===== src/rtl/clock_pkg.sv =====
// Shared definitions for the clock/timer display path.
// Contents: edit field codes, display-state codes, the dash digit code and
// BCD increment/decrement helpers that wrap at a caller-supplied limit.
package clock_pkg;

    typedef enum logic [1:0] {
        FLD_NONE = 2'd0,
        FLD_SEC  = 2'd1,
        FLD_MIN  = 2'd2,
        FLD_HOUR = 2'd3
    } field_t;

    localparam logic [2:0] TIME_DISP       = 3'd0;
    localparam logic [2:0] TIME_EDIT_HOUR  = 3'd1;
    localparam logic [2:0] TIME_EDIT_MIN   = 3'd2;
    localparam logic [2:0] TIMER_DISP      = 3'd3;
    localparam logic [2:0] TIMER_EDIT_SEC  = 3'd4;
    localparam logic [2:0] TIMER_EDIT_MIN  = 3'd5;
    localparam logic [2:0] TIMER_EDIT_HOUR = 3'd6;

    localparam logic [3:0] DASH_CODE = 4'hA;
    localparam logic [7:0] LIM_MS    = 8'h59;
    localparam logic [7:0] LIM_HOUR  = 8'h99;

    // Two-digit BCD +1, wrapping from lim back to 00.
    function automatic logic [7:0] bcd_inc(input logic [7:0] v, input logic [7:0] lim);
        logic [7:0] r;
        if (v == lim) begin
            r = 8'h00;
        end else if (v[3:0] == 4'd9) begin
            r = {v[7:4] + 4'd1, 4'd0};
        end else begin
            r = {v[7:4], v[3:0] + 4'd1};
        end
        return r;
    endfunction

    // Two-digit BCD -1, wrapping from 00 up to lim.
    function automatic logic [7:0] bcd_dec(input logic [7:0] v, input logic [7:0] lim);
        logic [7:0] r;
        if (v == 8'h00) begin
            r = lim;
        end else if (v[3:0] == 4'd0) begin
            r = {v[7:4] - 4'd1, 4'd9};
        end else begin
            r = {v[7:4], v[3:0] - 4'd1};
        end
        return r;
    endfunction

endpackage


===== src/rtl/btn_repeat.sv =====
// Auto-repeat step generator for one debounced active-low button.
// Ports: clk, rst (sync, active-high), btn_n (pressed = 0),
//        step (one-cycle pulse: on press, after REP_DELAY held cycles,
//        then every REP_PERIOD cycles while held).
// step is combinational so the consumer updates on the edge that first
// samples the button low.
module btn_repeat #(
    parameter int REP_DELAY  = 25_000_000,
    parameter int REP_PERIOD = 5_000_000
) (
    input  logic clk,
    input  logic rst,
    input  logic btn_n,
    output logic step
);

    localparam int HOLD_MAX = (REP_DELAY > REP_PERIOD) ? REP_DELAY : REP_PERIOD;
    localparam int HW       = $clog2(HOLD_MAX + 1);

    logic          prev_r;
    logic [HW-1:0] hold_r;   // cycles since the last step while held
    logic          rep_r;    // set once the initial delay has elapsed
    logic          fall_s;
    logic          delay_hit_s;
    logic          period_hit_s;

    // Step sources: press edge, end of initial delay, each repeat period.
    always_comb begin
        fall_s       = prev_r & ~btn_n;
        delay_hit_s  = ~btn_n & ~prev_r & ~rep_r & (hold_r == HW'(REP_DELAY));
        period_hit_s = ~btn_n & ~prev_r &  rep_r & (hold_r == HW'(REP_PERIOD));
        step         = fall_s | delay_hit_s | period_hit_s;
    end

    // Hold counter restarts at every step so each interval is measured afresh.
    always_ff @(posedge clk) begin
        if (rst) begin
            prev_r <= 1'b1;
            hold_r <= '0;
            rep_r  <= 1'b0;
        end else begin
            prev_r <= btn_n;
            if (btn_n) begin
                hold_r <= '0;
                rep_r  <= 1'b0;
            end else if (step) begin
                hold_r <= HW'(1);
                rep_r  <= ~fall_s;
            end else begin
                hold_r <= hold_r + HW'(1);
                rep_r  <= rep_r;
            end
        end
    end

endmodule


===== src/rtl/countdown_bank.sv =====
// Bank of N_CH independent hh:mm:ss countdown timers.
// Ports: clk, rst (sync, active-high), ch_sel (channel shown/edited),
//        field (0 none, 1 sec, 2 min, 3 hour), start/stop (one-cycle pulses
//        for the selected channel), up_btn/down_btn (active-low),
//        led7..led0 ({blink, dot, bcd} digits of the selected channel),
//        ring/running (per-channel alarm and run flags).
module countdown_bank
    import clock_pkg::*;
#(
    parameter int N_CH       = 4,
    parameter int TICK_CYC   = 50_000_000,
    parameter int REP_DELAY  = 25_000_000,
    parameter int REP_PERIOD = 5_000_000,
    parameter int RING_SEC   = 10
) (
    input  logic                                   clk,
    input  logic                                   rst,
    input  logic [((N_CH > 1) ? $clog2(N_CH) : 1)-1:0] ch_sel,
    input  logic [1:0]                             field,
    input  logic                                   start,
    input  logic                                   stop,
    input  logic                                   up_btn,
    input  logic                                   down_btn,
    output logic [5:0]                             led0,
    output logic [5:0]                             led1,
    output logic [5:0]                             led2,
    output logic [5:0]                             led3,
    output logic [5:0]                             led4,
    output logic [5:0]                             led5,
    output logic [5:0]                             led6,
    output logic [5:0]                             led7,
    output logic [N_CH-1:0]                        ring,
    output logic [N_CH-1:0]                        running
);

    localparam int CW = (N_CH > 1) ? $clog2(N_CH) : 1;
    localparam int PW = (TICK_CYC > 1) ? $clog2(TICK_CYC) : 1;
    localparam int RW = $clog2(RING_SEC + 1);

    logic [PW-1:0] presc_r;
    logic          tick_s;
    logic          both_low_s;
    logic          up_step_s;
    logic          down_step_s;
    logic          edit_en_s;
    logic          inc_s;
    logic          dec_s;
    logic [N_CH-1:0] run_s;
    logic [N_CH-1:0] ring_s;
    logic [7:0]    hour_s [N_CH];
    logic [7:0]    min_s  [N_CH];
    logic [7:0]    sec_s  [N_CH];
    logic [3:0]    sel4_s;

    assign tick_s = (presc_r == PW'(TICK_CYC - 1));

    // Shared 1 s prescaler.
    always_ff @(posedge clk) begin
        if (rst) begin
            presc_r <= '0;
        end else if (tick_s) begin
            presc_r <= '0;
        end else begin
            presc_r <= presc_r + PW'(1);
        end
    end

    // Both buttons low is treated as neither pressed, which also clears
    // both hold counters.
    assign both_low_s = ~up_btn & ~down_btn;

    btn_repeat #(.REP_DELAY(REP_DELAY), .REP_PERIOD(REP_PERIOD)) u_up (
        .clk   (clk),
        .rst   (rst),
        .btn_n (up_btn | both_low_s),
        .step  (up_step_s)
    );

    btn_repeat #(.REP_DELAY(REP_DELAY), .REP_PERIOD(REP_PERIOD)) u_down (
        .clk   (clk),
        .rst   (rst),
        .btn_n (down_btn | both_low_s),
        .step  (down_step_s)
    );

    assign edit_en_s = (field != 2'd0) & ~run_s[ch_sel];
    assign inc_s     = edit_en_s & up_step_s;
    assign dec_s     = edit_en_s & down_step_s;

    for (genvar i = 0; i < N_CH; i++) begin : g_ch
        logic [7:0]    hour_r, min_r, sec_r;
        logic [7:0]    hour_n_s, min_n_s, sec_n_s;
        logic          run_r;
        logic [RW-1:0] ring_cnt_r;
        logic          sel_s, zero_s, last_s;
        logic          stop_s, start_s, go_s, dec_en_s;

        assign sel_s    = (ch_sel == CW'(i));
        assign zero_s   = ({hour_r, min_r, sec_r} == 24'h000000);
        assign last_s   = ({hour_r, min_r, sec_r} == 24'h000001);
        assign stop_s   = sel_s & stop;
        assign start_s  = sel_s & start & ~stop;
        assign go_s     = start_s & ~run_r & ~zero_s;
        // stop beats a coincident tick
        assign dec_en_s = run_r & tick_s & ~stop_s;

        // Next time value: countdown with borrow, or a single-field edit.
        always_comb begin
            hour_n_s = hour_r;
            min_n_s  = min_r;
            sec_n_s  = sec_r;
            if (dec_en_s) begin
                sec_n_s = bcd_dec(sec_r, LIM_MS);
                if (sec_r == 8'h00) begin
                    min_n_s = bcd_dec(min_r, LIM_MS);
                    if (min_r == 8'h00) begin
                        hour_n_s = bcd_dec(hour_r, LIM_HOUR);
                    end else begin
                        hour_n_s = hour_r;
                    end
                end else begin
                    min_n_s = min_r;
                end
            end else if (sel_s & (inc_s | dec_s)) begin
                case (field_t'(field))
                    FLD_SEC:  sec_n_s  = inc_s ? bcd_inc(sec_r, LIM_MS)    : bcd_dec(sec_r, LIM_MS);
                    FLD_MIN:  min_n_s  = inc_s ? bcd_inc(min_r, LIM_MS)    : bcd_dec(min_r, LIM_MS);
                    FLD_HOUR: hour_n_s = inc_s ? bcd_inc(hour_r, LIM_HOUR) : bcd_dec(hour_r, LIM_HOUR);
                    default:  sec_n_s  = sec_r;
                endcase
            end else begin
                sec_n_s = sec_r;
            end
        end

        // Channel time, run flag and ring counter.
        always_ff @(posedge clk) begin
            if (rst) begin
                hour_r     <= 8'h00;
                min_r      <= 8'h00;
                sec_r      <= 8'h00;
                run_r      <= 1'b0;
                ring_cnt_r <= '0;
            end else begin
                hour_r <= hour_n_s;
                min_r  <= min_n_s;
                sec_r  <= sec_n_s;
                if (stop_s) begin
                    run_r <= 1'b0;
                end else if (go_s) begin
                    run_r <= 1'b1;
                end else if (dec_en_s & last_s) begin
                    run_r <= 1'b0;
                end else begin
                    run_r <= run_r;
                end
                if (stop_s | start_s) begin
                    ring_cnt_r <= '0;
                end else if (dec_en_s & last_s) begin
                    ring_cnt_r <= RW'(RING_SEC);
                end else if (tick_s && (ring_cnt_r != '0)) begin
                    ring_cnt_r <= ring_cnt_r - RW'(1);
                end else begin
                    ring_cnt_r <= ring_cnt_r;
                end
            end
        end

        assign run_s[i]  = run_r;
        assign ring_s[i] = (ring_cnt_r != '0);
        assign hour_s[i] = hour_r;
        assign min_s[i]  = min_r;
        assign sec_s[i]  = sec_r;
    end

    assign running = run_s;
    assign ring    = ring_s;
    assign sel4_s  = 4'(ch_sel);

    // Registered digit outputs for the selected channel.
    always_ff @(posedge clk) begin
        if (rst) begin
            led0 <= 6'b0;
            led1 <= 6'b0;
            led2 <= 6'b0;
            led3 <= 6'b0;
            led4 <= 6'b0;
            led5 <= 6'b0;
            led6 <= 6'b0;
            led7 <= 6'b0;
        end else begin
            led7 <= {2'b00, sel4_s};
            led6 <= {2'b00, DASH_CODE};
            led5 <= {edit_en_s & (field == 2'd3), 1'b0, hour_s[ch_sel][7:4]};
            led4 <= {edit_en_s & (field == 2'd3), 1'b1, hour_s[ch_sel][3:0]};
            led3 <= {edit_en_s & (field == 2'd2), 1'b0, min_s[ch_sel][7:4]};
            led2 <= {edit_en_s & (field == 2'd2), 1'b1, min_s[ch_sel][3:0]};
            led1 <= {edit_en_s & (field == 2'd1), 1'b0, sec_s[ch_sel][7:4]};
            led0 <= {edit_en_s & (field == 2'd1), 1'b0, sec_s[ch_sel][3:0]};
        end
    end

endmodule


===== config.mk =====
export PLATFORM = sky130hd
export DESIGN_NAME = countdown_bank
export DESIGN_NICKNAME = d
export VERILOG_FILES = /design/src/rtl/clock_pkg.sv /design/src/rtl/btn_repeat.sv /design/src/rtl/countdown_bank.sv
export SDC_FILE = /design/constraint.sdc
export NUM_CORES = 1
export LEC_CHECK = 0
export BUFFER_PORTS_ARGS = -buffer_cell sky130_fd_sc_hd__clkbuf_2
export CORE_ASPECT_RATIO = 1.25
export CORE_MARGIN = 2
export CORE_UTILIZATION = 50
export DETAILED_ROUTE_END_ITERATION = 16
export HOLD_SLACK_MARGIN = 0.08
export PLACE_DENSITY = 0.71
export SYNTH_ARGS = -nofsm -noshare
export SYNTH_HDL_FRONTEND = slang
export SYNTH_SLANG_ARGS = --single-unit

===== constraint.sdc =====
create_clock -name clk -period 7 [get_ports clk]
set_input_delay 0.7 -clock clk [delete_from_list [all_inputs] [get_ports clk]]
set_output_delay 0.7 -clock clk [all_outputs]
set_load 0.01 [all_outputs]

**Word level (Yosys, flattened, before mapping)**

Index checks and enable logic that the tools add are counted.

- Register bits after elaboration: 244
- Input port bits: 10
- Output and inout bits: 56
- Logic and storage cells: 510

- Add/subtract/negate cells: 55
- Order comparisons: 2
- Equal/unequal tests: 59
- Multiplexer cells: 140
- Bitwise operators: 91
- Reduce and logical (&&, ||, !) cells: 103

Operator list:

| kind | count |
|---|---|
| 8-bit 2-to-1 mux | 114 |
| 4-bit by 1-bit subtractor with 4-bit output, second input constant | 28 |
| 4-bit by 1-bit adder with 4-bit output, second input constant | 24 |
| 24-bit by 1-bit equality test with 1-bit output, second input constant | 4 |
| 24-bit zero test | 4 |
| 8-bit zero test | 12 |
| 8-bit by 7-bit equality test with 1-bit output, second input constant | 8 |
| 1-bit AND | 55 |
| 25-bit by 1-bit adder with 25-bit output, second input constant | 2 |
| 25-bit by 23-bit equality test with 1-bit output, second input constant | 2 |
| 25-bit equality test, second input constant | 2 |
| 2-bit nonzero test | 25 |
| 8-bit binary-select mux with 2-bit select | 3 |
| 4-bit equality test, second input constant | 12 |
| 4-bit zero test | 12 |
| 4-bit by 1-bit inequality test with 1-bit output, second input constant | 12 |
| 4-bit 2-to-1 mux | 9 |
| 8-bit equality test, second input constant | 4 |
| 4-bit AND reduction | 8 |
| 26-bit by 1-bit adder with 26-bit output, second input constant | 1 |
| 26-bit equality test, second input constant | 1 |
| 1-bit NOT | 24 |
| 3-bit AND reduction | 8 |
| 2-bit OR reduction | 11 |
| 16 further kinds | 65 |

**Longest topological paths before layout**

- Word-level depth: 14
- Mapped depth: 12
- Depth with buffers taken out: 9

**Hierarchy**

From an unflattened synthesis, not the netlist that was laid out.

- Cell total of the unflattened synthesis: 1884
- Area, all modules: 15403.5 µm²

Modules (own cells, without submodules):

| module | instances | cells an instance | area each (µm²) |
|---|---|---|---|
| countdown_bank | 1 | 1576 | 12628.4 |
| btn_repeat | 2 | 154 | 1387.6 |

**Worst setup path before layout**

Ideal clock, no wire load.

- Path kind: input port to flip-flop
- Start: input down_btn
- End: register g_ch[1].min_r[5]
- Setup time: 121 ps
- Data arrival time: 2645 ps
- Setup slack: 4233 ps
- Cell stages on the path: 7
- Cell sequence: nor2b_1 -> nand4_1 -> a2111oi_4 -> nor2_4 -> a2111oi_4 -> o22ai_2 -> mux2_4

- Cells in the longest elaborated chain, start to end: 14

RTL lines:

| element | RTL line | source |
|---|---|---|
| start: declaration | countdown_bank.sv:23 | `input logic down_btn,` |
| 1-bit NOT | countdown_bank.sv:70 | `assign both_low_s = ~up_btn & ~down_btn;` |
| 1-bit AND | countdown_bank.sv:70 |  |
| 1-bit OR (on tied branches) | countdown_bank.sv:75, countdown_bank.sv:82 |  |
| 1-bit NOT | btn_repeat.sv:29, btn_repeat.sv:30, btn_repeat.sv:31 |  |
| 1-bit AND | btn_repeat.sv:30, btn_repeat.sv:31 |  |
| 1-bit AND (2 in a row) | btn_repeat.sv:30 | `delay_hit_s = ~btn_n & ~prev_r & ~rep_r & (hold_r == HW'(REP_DELAY));` |
| 1-bit OR (2 in a row) | btn_repeat.sv:32 | `step = fall_s \| delay_hit_s \| period_hit_s;` |
| 1-bit AND (on tied branches) | countdown_bank.sv:87, countdown_bank.sv:88 |  |
| 1-bit OR or 8-bit 2-to-1 mux (tied branches) | countdown_bank.sv:124, countdown_bank.sv:127 |  |
| 1-bit AND or 8-bit 2-to-1 mux (tied branches) | countdown_bank.sv:124, countdown_bank.sv:125 |  |
| 2-bit nonzero test (no line) or 8-bit 2-to-1 mux (tied branches) | - |  |
| 4-bit AND reduction (no line) or 8-bit 2-to-1 mux (tied branches) | - |  |
| end signal: assignment | countdown_bank.sv:146 | `min_r <= min_n_s;` |
| end: declaration | countdown_bank.sv:91 | `logic [7:0] hour_r, min_r, sec_r;` |

Parallel ways exist; a longest one is shown, timed or not. The select of a mux whose other input is x is not followed.
A chain may end at the register's enable or synchronous reset.

**Worst setup path in the final report**

- Start: input ch_sel[0] in the netlist's numbering
- End: register g_ch[1].min_r[5]

- Cells in the longest elaborated chain, start to end: 9

RTL lines:

| element | RTL line | source |
|---|---|---|
| start: declaration | countdown_bank.sv:18 | `input logic [((N_CH > 1) ? $clog2(N_CH) : 1)-1:0] ch_sel,` |
| 1-bit binary-select mux with 2-bit select | countdown_bank.sv:86 | `assign edit_en_s = (field != 2'd0) & ~run_s[ch_sel];` |
| 1-bit 2-to-1 mux (implied by the code) | countdown_bank.sv:86 |  |
| 1-bit NOT | countdown_bank.sv:86 |  |
| 1-bit AND | countdown_bank.sv:86 |  |
| 1-bit AND (on tied branches) | countdown_bank.sv:87, countdown_bank.sv:88 |  |
| 1-bit OR or 8-bit 2-to-1 mux (tied branches) | countdown_bank.sv:124, countdown_bank.sv:127 |  |
| 1-bit AND or 8-bit 2-to-1 mux (tied branches) | countdown_bank.sv:124, countdown_bank.sv:125 |  |
| 2-bit nonzero test (no line) or 8-bit 2-to-1 mux (tied branches) | - |  |
| 4-bit AND reduction (no line) or 8-bit 2-to-1 mux (tied branches) | - |  |

Parallel ways exist; a longest one is shown, timed or not. The select of a mux whose other input is x is not followed.

==> flow_metrics.py <==
metrics = {
    "setup_path": {
        "critPathTopFamily": "compound AO/OA/AOI/OAI gates",
        "crit_chain": "clkbuf_2 > nand2b_1 > o21ai_0 > nor4_2 > a211o_1 > o22ai_2 > mux2_4",
        "cp_data_required_time_ns": 7.43,
        "critPathBufInv": 1,
        "crit_path_end": "g_ch[1].min_r[5]",
        "cp_max_fo": 34,
        "worst-setup-path-type": "in2reg",
        "critPathLaunch": "ch_sel[0]",
        "r2r_setup_slack_ns": 3.37,
        "r2r-start": "g_ch[2].min_r[0]",
        "cp-start-kind": "input pin",
        "reg2reg_to": "g_ch[2].run_r",
        "cp_data_arrival_time_ns": 4.40,
        "path_depth": 7,
        "crit_path_top_delay_cell": "a211o_1",
        "reg2reg_depth": 9,
        "critPathMaxStageDelay_ns": 0.80,
        "end_kind": "flop",
    },
    "synth": {
        "synth_largest_area_cell": "dfxtp_1",
        "synth_area_leaders": "dfxtp_1 30%, ha_1 6.7%, nand2_1 4.7%",
        "async_flop_share_pct": 0,
        "synth_edf_count": 0,
        "ys.flop_type": "dfxtp_1",
        "synth_area_um2": 15300,
        "yosysWarnings": 0,
        "ys_ff_latch": 226,
        "synthCells": 1917,
        "netlist-cell-type-count": 86,
        "yosysTopAreaCellShare_pct": 29.5,
        "avgSynthCellArea_um2": 7.99,
        "yosysSeqAreaShare_pct": 29.5,
    },
    "cts": {
        "postCtsSetupRepairBufs": 0,
        "insertion_delay_ns": 0.55,
        "cts_hold_buf": 0,
        "cts_buffer_depth": 3,
        "cts_resized": 0,
        "clkTransAtPathRegs_ns": 0.06,
        "cts-root-buf": "clkbuf_16",
        "numClockSinks": 226,
        "numCtsBuffers": 26,
        "cts_tree": "yes",
        "cts_max_level": 1,
    },
    "place": {
        "hpwlAfterDp_mm": 29.8,
        "routabilityCongestion": 0.950,
        "pre_cts_ws_ns": 2.55,
        "placed_cells": 2275,
        "io_buffers": 53,
    },
    "sta": {
        "finalSetupTns_ns": 0,
        "hold_viol": 0,
        "grt_setup_unrepaired": "no",
        "finalCriticalPeriod_ns": 3.97,
        "relSlewSlack_pct": 27.2,
        "worstMarginPinSlew_ns": 1.09,
        "finalClockSkew_ns": 0.0121,
        "finalSetupViolCount": 0,
        "setup_ws_ns": 3.03,
        "finalMaxSlewViolations": 0,
        "max_freq_mhz": 252,
        "period_share_pct": 56.7,
    },
    "route": {
        "wl_met2_mm": 19.8,
        "drt-total-wl_mm": 41.8,
        "drc_errors": 0,
        "dr.pass1.iters": 8,
        "ant_nets": 0,
        "top_layer_used": "met4",
        "num_vias": 14400,
        "wl_met3_mm": 2.81,
        "drt-initial-drc-count": 1508,
        "wl_met1_mm": 17.7,
        "drt-wirelength-per-cell_um": 18.0,
        "via_per_inst": 6.20,
    },
    "die": {
        "die_area_um2": 32100,
        "core.rowCount": 71,
        "ios": 66,
        "start_util_pct": 50.9,
        "die_y_um": 200,
        "core-area_um2": 30100,
        "die_width_um": 161,
    },
    "layout": {
        "insertedDiodeCount": 0,
        "seqCellArea_um2": 4520,
        "area_growth_pct": 8.27,
        "drive_gt1_share_pct": 9.38,
        "multi_input_area_um2": 9950,
        "instances_no_fill": 2321,
        "nNetsFinal": 1994,
        "fillers": 2794,
    },
    "grt": {
        "grt_usage_pct": 25.8,
        "grt_pass1_wl_mm": 67.9,
        "antenna_found_initial": 0,
        "overflow": 0,
        "grt_max_degree": 66,
        "first_global_vias": 13500,
    },
    "power": {
        "power_leakage_nw": 6.25,
        "ir_drop_v": 0.000189,
        "pwr_density_cell_nw_per_um2": 183,
    },
    "outcome": {
        "status": "completed",
    },
    "job": {
        "drv_cap": 0,
    },
    "hold_path": {
        "hold_path_class": "reg2reg",
    },
}
## cells in the final DEF, fill, tap and decap left out, types with 10 or more instances in the layout
| master | n |
|---|---|
| a211oi_1 | 27 |
| a21oi_1 | 96 |
| a221oi_1 | 23 |
| a311oi_1 | 13 |
| a31oi_1 | 10 |
| and2_1 | 37 |
| and3_1 | 45 |
| buf_4 | 14 |
| clkbuf_16 | 27 |
| clkbuf_2 | 52 |
| conb_1 | 12 |
| dfxtp_1 | 226 |
| ha_1 | 82 |
| inv_1 | 89 |
| mux2i_1 | 31 |
| mux4_2 | 25 |
| nand2_1 | 191 |
| nand2b_1 | 28 |
| nand3_1 | 129 |
| nand4_1 | 12 |
| nor2_1 | 170 |
| nor2b_1 | 24 |
| nor3_1 | 91 |
| nor3b_1 | 10 |
| nor4_1 | 12 |
| o2111ai_1 | 10 |
| o211ai_1 | 30 |
| o21ai_0 | 81 |
| o221ai_1 | 14 |
| o22ai_1 | 21 |
| or3_1 | 22 |
| xnor2_1 | 30 |
| xor2_1 | 57 |
## metal layers
| layer | global-route usage (%) | vias up |
|---|---|---|
| met5 | 0 | - |
| met4 | 11.8 | 0 |
| met3 | 3.49 | 103 |
| met2 | 44.0 | 597 |
| met1 | 32.3 | 6803 |
| li1 | - | 6892 |
## state kept, by name (all words and copies together), names as in the netlist, 16 cells and up
register / count
g_ch.hour_r: 32
g_ch.min_r: 32
g_ch.sec_r: 32
presc_r: 26
u_down.hold_r: 25
u_up.hold_r: 25
g_ch.ring_cnt_r: 16
## cells in the mapped netlist, types with 6 or more instances
master	count
o2111ai_1	10
mux2i_1	31
nor2_1	170
buf_1	8
a221oi_1	23
nand3_1	129
nor2b_1	24
nor3b_1	10
nand4_1	12
mux2_2	7
nor4_1	12
clkbuf_1	68
nand4b_1	7
dfxtp_1	226
nor4bb_1	6
mux4_2	25
xor2_1	57
and2_1	37
nand2b_1	28
or4_1	8
o22ai_1	21
or3_1	22
nor3_1	91
inv_1	90
a311oi_1	13
o221ai_1	14
and3_1	45
ha_1	82
nand3b_1	6
a31oi_1	10
buf_2	19
or2_2	7
o211ai_1	30
xnor2_1	30
o21ai_0	81
a22o_1	6
buf_4	24
nand2_1	191
a21oi_1	97
o21bai_1	8
a211oi_1	28
## worst min-delay path by stage
stage                          start             to  slack [ns]  depth (start not counted)
after floorplan           presc_r[0]     presc_r[0]        0.43                          1
final                     presc_r[0]     presc_r[0]        0.47                          1
after detailed placement  presc_r[0]     presc_r[0]        0.46                          1
after global routing            stop  g_ch[0].run_r        0.48                          2
after CTS                       stop  g_ch[0].run_r        0.45                          2
after global placement    presc_r[0]     presc_r[0]        0.45                          1
## kinds of logic after synthesis
group,Yosys count,share of synthesized area [%]
compound gates,416,19.1
xor+xnor,87,4.98
fa+ha+maj,82,6.70
buf+inv,210,5.94
flops,226,29.5
mux,68,6.61
other cells,1,0.0245
simple gates,827,27.1
## power by group
group / internal [W] / switching, W
clock: 0.000881 / 0.000576
combinational: 0.0000842 / 0.000173
sequential: 0.00130 / 0.0000204
total: 0.00226 / 0.000769
## cell type report
cell class                 instances  area share (%)
clock inverter                    13            1.07
inverter                          90            2.04
multi-input combinational       1492            60.0
sequential                       226            27.3
timing repair buffer              66            2.20
tap                              401            3.03
clock buffer                      33            4.39
## per-stage QoR
step                total power (W)  instance area, µm²  util (%)  hold slack, ns
floorplan                   0.00154               15400         -           0.430
global placement            0.00159               15700      52.1           0.448
detailed placement          0.00160               15700      52.1           0.456
CTS                         0.00306               16600      55.1           0.446
global route                0.00314               16600      55.1           0.479
finish                      0.00303               16600      55.1           0.468
Power figures use the tool's default switching activity.
